`src/rtl/x_down_counter_16_bit.sv`:
```
// Loadable 16-bit down counter / interval timer with a registered terminal-count pulse.
// Define X_DOWN_COUNTER_16_BIT_RELOAD_EN to auto-reload on terminal count (periodic timer).
module x_down_counter_16_bit (
  input  logic i_clk,
  input  logic i_rst_n,
  input  logic i_load,
  input  logic i_en,
  input  logic i_load_15,
  input  logic i_load_14,
  input  logic i_load_13,
  input  logic i_load_12,
  input  logic i_load_11,
  input  logic i_load_10,
  input  logic i_load_9,
  input  logic i_load_8,
  input  logic i_load_7,
  input  logic i_load_6,
  input  logic i_load_5,
  input  logic i_load_4,
  input  logic i_load_3,
  input  logic i_load_2,
  input  logic i_load_1,
  input  logic i_load_0,
  output logic o_count_15,
  output logic o_count_14,
  output logic o_count_13,
  output logic o_count_12,
  output logic o_count_11,
  output logic o_count_10,
  output logic o_count_9,
  output logic o_count_8,
  output logic o_count_7,
  output logic o_count_6,
  output logic o_count_5,
  output logic o_count_4,
  output logic o_count_3,
  output logic o_count_2,
  output logic o_count_1,
  output logic o_count_0,
  output logic o_zero,
  output logic o_tc
);

  localparam int unsigned CountW = 16;

  logic [CountW-1:0] load_val;
  logic [CountW-1:0] count_q;
  logic [CountW-1:0] count_d;
  logic              tc_q;
  logic              tc_d;
  logic [CountW-1:0] term_val;

  // Flattened pins regrouped into a bus, bit 15 is the MSB.
  assign load_val = {i_load_15, i_load_14, i_load_13, i_load_12,
                     i_load_11, i_load_10, i_load_9,  i_load_8,
                     i_load_7,  i_load_6,  i_load_5,  i_load_4,
                     i_load_3,  i_load_2,  i_load_1,  i_load_0};

  assign {o_count_15, o_count_14, o_count_13, o_count_12,
          o_count_11, o_count_10, o_count_9,  o_count_8,
          o_count_7,  o_count_6,  o_count_5,  o_count_4,
          o_count_3,  o_count_2,  o_count_1,  o_count_0} = count_q;

  assign o_zero = (count_q == CountW'(0));
  assign o_tc   = tc_q;

`ifdef X_DOWN_COUNTER_16_BIT_RELOAD_EN
  logic [CountW-1:0] reload_q;
  logic [CountW-1:0] reload_d;

  // Reload value captured on every load; the terminal step returns to it.
  always_comb begin
    reload_d = reload_q;
    if (i_load) begin
      reload_d = load_val;
    end
  end

  always_ff @(posedge i_clk or negedge i_rst_n) begin
    if (!i_rst_n) begin
      reload_q <= '0;
    end else begin
      reload_q <= reload_d;
    end
  end

  assign term_val = reload_q;
`else
  assign term_val = '0;
`endif

  // Priority: load, then enabled decrement / terminal step; count never wraps below 0.
  always_comb begin
    count_d = count_q;
    tc_d    = 1'b0;
    if (i_load) begin
      count_d = load_val;
    end else if (i_en) begin
      if (count_q > CountW'(1)) begin
        count_d = count_q - CountW'(1);
      end else if (count_q == CountW'(1)) begin
        count_d = term_val;
        tc_d    = 1'b1;
      end
    end
  end

  always_ff @(posedge i_clk or negedge i_rst_n) begin
    if (!i_rst_n) begin
      count_q <= '0;
      tc_q    <= 1'b0;
    end else begin
      count_q <= count_d;
      tc_q    <= tc_d;
    end
  end

endmodule

```
`config.mk`:
```
export PLATFORM = sky130hd
export DESIGN_NAME = x_down_counter_16_bit
export DESIGN_NICKNAME = d
export VERILOG_FILES = /design/src/rtl/x_down_counter_16_bit.sv
export SDC_FILE = /design/constraint.sdc
export NUM_CORES = 1
export LEC_CHECK = 0
export BUFFER_PORTS_ARGS = -buffer_cell sky130_fd_sc_hd__buf_2
export CORE_UTILIZATION = 45
export DETAILED_ROUTE_END_ITERATION = 7
export PLACE_DENSITY = 0.83
export SYNTH_ARGS = -nofsm -noshare
export SYNTH_HDL_FRONTEND = slang
export SYNTH_SLANG_ARGS = --single-unit
```
`constraint.sdc`:
```
create_clock -name i_clk -period 2.13 [get_ports i_clk]
set_input_delay 0.426 -clock i_clk [delete_from_list [all_inputs] [get_ports i_clk]]
set_output_delay 0.426 -clock i_clk [all_outputs]
set_load 0.01 [all_outputs]
```
==> out/metrics.cfg <==
[sta]
finalCriticalPeriod_ns = 2.152
grt_setup_unrepaired = true
period_share = 1.010
finalHoldViolations = 0
final_max_slew_viol_count = 0
relSlewSlack = 0.7137
fin_skew_ns = 0.009205
final-setup-viol-count = 1
max_freq_mhz = 464.6
final.setup.worst_slack_ns = -0.02225
worst_pin_slew_ns = 0.4289

[worst_hold_path]
hp-class = primary input to asynchronous set/reset pin

[yosys]
netlist_instances = 133
avgSynthCellArea_um2 = 8.523
yosysMostFrequentCell = nand2_1
async_flop_share = 1.000
yosys_warnings = 0
synth_ff_type = dfrtp_1
netlist_area_um2 = 1134
synth_top_area_share = 0.3753
ys_seq_area_frac = 0.3753
synthTopCellsByArea = dfrtp_1, o211ai_1, nand2_1
syn_nets = 156
synthTopCellsByCount = nand2_1, dfrtp_1, o211ai_1
synth_largest_area_cell = dfrtp_1
synth_cell_type_count = 37
ys_ff_latch = 17
synth_edf_count = 0

[setup_path]
critPathRequiredTime_ns = 2.31
arrival_ns = 2.33
reg2reg_slack_ns = -0.02
reg2regPathDepth = 5
critPathKind = flip-flop to flip-flop
r2r-end = count_q[15]$_DFFE_PN0P_
worstReg2RegStart = count_q[10]$_DFFE_PN0P_
start_kind = flip-flop
cp_max_fo = 4
crit_path_end_kind = flip-flop

[floorplan]
initial_core_util = 0.4935
io_pins = 38
core_area_um2 = 2297
die_y_um = 52.19
dieArea_um2 = 2724
chipWidth_um = 52.19
row_count = 17

[detailed_routing]
vias = 1309
drtAntennaViolNets = 0
routed_wirelength_mm = 3.383
post_drt_via_cell_ratio = 6.146
wl_per_cell_um = 15.88
drcViolationCount = 0
first_iter_violations = 55
dr.pass1.iters = 4

[placement]
gp_congestion = 0.8943
dp.cells = 206
portBuffers = 37
place.detailed.hpwl_mm = 2.340

[power]
p_sw_uw = 306.5
vdd_drop_max_uv = 337.5
power.density_nw_per_um2 = 551.0
netSwitchingFraction = 0.3571
p_int_uw = 551.9
pwr-share-clk = 0.209
p_seq_frac = 0.465
p_comb_frac = 0.327
leakage_nw = 0.6862
finalPower_uw = 858.4

[grt]
antenna_found_initial = 0
grt_overflow_total = 0
grt_pass1_vias = 1216
grt_usage = 0.2772
grt_pass1_wl_mm = 5.589
grt_start_max_net_pins = 22

[clock_tree]
clock_latency_ns = 0.30
cts_made_buffers = 3
h-tree-depth = 1
clock-root-buffer = clkbuf_4
clockBufferDepth = 2
clkTransAtPathRegs_ns = 0.11
cts_sinks = 17
cts_tree = built
postCtsHoldBufs = 0

[outcome]
violations = setup timing
status = complete, but fails checks

[final_layout]
n_antenna_cell = 0
area_growth_pct = 37.42
nNetsFinal = 209
drive_gt1_frac = 0.4270
final_cells = 213
fill_cells = 179

[job]
max_cap_violations = 0

## how the worst max path moves through the flow
| stage | startpoint | cells after the start | endpoint |
|---|---|---|---|
| final | count_q[10]$_DFFE_PN0P_ | 5 | count_q[15]$_DFFE_PN0P_ |
| after global routing | count_q[11]$_DFFE_PN0P_ | 5 | count_q[15]$_DFFE_PN0P_ |
| after CTS | count_q[10]$_DFFE_PN0P_ | 4 | o_zero |
| after detailed placement | count_q[1]$_DFFE_PN0P_ | 6 | count_q[14]$_DFFE_PN0P_ |
| after global placement | count_q[10]$_DFFE_PN0P_ | 5 | count_q[15]$_DFFE_PN0P_ |
| after floorplan | count_q[0]$_DFFE_PN0P_ | 7 | count_q[9]$_DFFE_PN0P_ |
## stage by stage
step / util / hold slack (ns) / setup TNS (ns) / cell area, um^2 / setup WS, ns
floorplan: - / 0.1304 / 0 / 1134 / 0.05356
global placement: 0.6264 / 0.3678 / 0 / 1439 / 0.07785
detailed placement: 0.6264 / 0.3796 / 0 / 1439 / 0.03920
CTS: 0.6476 / 0.04885 / 0 / 1488 / 0.003202
global route: 0.6781 / 0.05653 / -0.08640 / 1558 / -0.08102
finish: 0.6781 / 0.03681 / -0.02225 / 1558 / -0.02225
## registers in the layout (all words and copies together) (netlist names)
name	cells
count_q	16
o_tc	1
## critical path: stages, from the launching register on
cell and delay (ns):
dfrtp_2 0.45, or4_4 0.55, or3_4 0.36, or4_1 0.41, a21oi_1 0.16, o311ai_1 0.11
## what timing repair did
item,CTS,global route
gates resized for setup,5,11
pin swaps,1,2
endpoints found under the hold margin,0,0
cloned,0,0
setup endpoints to repair,1,8
setup buffers,0,3
## placed cells by master (no fill, tap or decap), types with 2 or more instances in the layout
cell type and instances:
nor4_4 2, a22oi_1 5, a31o_2 3, o211ai_1 11, nand2b_1 2, ha_1 2
or4_1 3, nor3_1 2, nand3_1 3, clkbuf_4 3, or3_1 2, inv_1 6
a21oi_1 7, nor2_1 7, buf_2 37, nand2_1 18, buf_4 19, o21ai_0 7
dfrtp_1 15, a32oi_1 4, dfrtp_2 2, nand4_1 2, o311ai_1 2
## cell type report
class	count	area [um^2]	area share
Multi-Input combinational cell	102	716.9	0.4602
Inverter	6	22.52	0.01446
Timing Repair Buffer	56	327.8	0.2104
Clock buffer	3	22.52	0.01446
Clock inverter	1	5.005	0.003213
Sequential cell	17	427.9	0.2747
Tap cell	28	35.03	0.02249
## kinds of logic (layout without fill, tap and decap cells)
group,count (synthesis),in the layout,share of synthesized area
AND/OR/NAND/NOR,53,53,0.2472
AO/OA/AOI/OAI,46,46,0.2936
flip-flops,17,17,0.3753
buffers and inverters,14,66,0.05077
adder cells (fa/ha/maj),3,3,0.03312
## power by group through the flow
stage	clock, mW	combinational [mW]	sequential (mW)
after floorplan	0	0.124	0.408
after global placement	0	0.250	0.393
after detailed placement	0	0.257	0.394
after CTS	0.185	0.261	0.392
after global routing	0.196	0.311	0.403
final	0.179	0.280	0.399
## routing by layer
metal	wire, um	part of all wire	global-route usage	vias to the layer above
met5	0	0	0	-
met4	70	0.021	0.1184	0
met3	248	0.073	0.03478	10
met2	1622	0.48	0.4103	70
met1	1442	0.43	0.4029	614
li1	-	-	-	615
No activity file was read; power rests on OpenSTA's default activity.
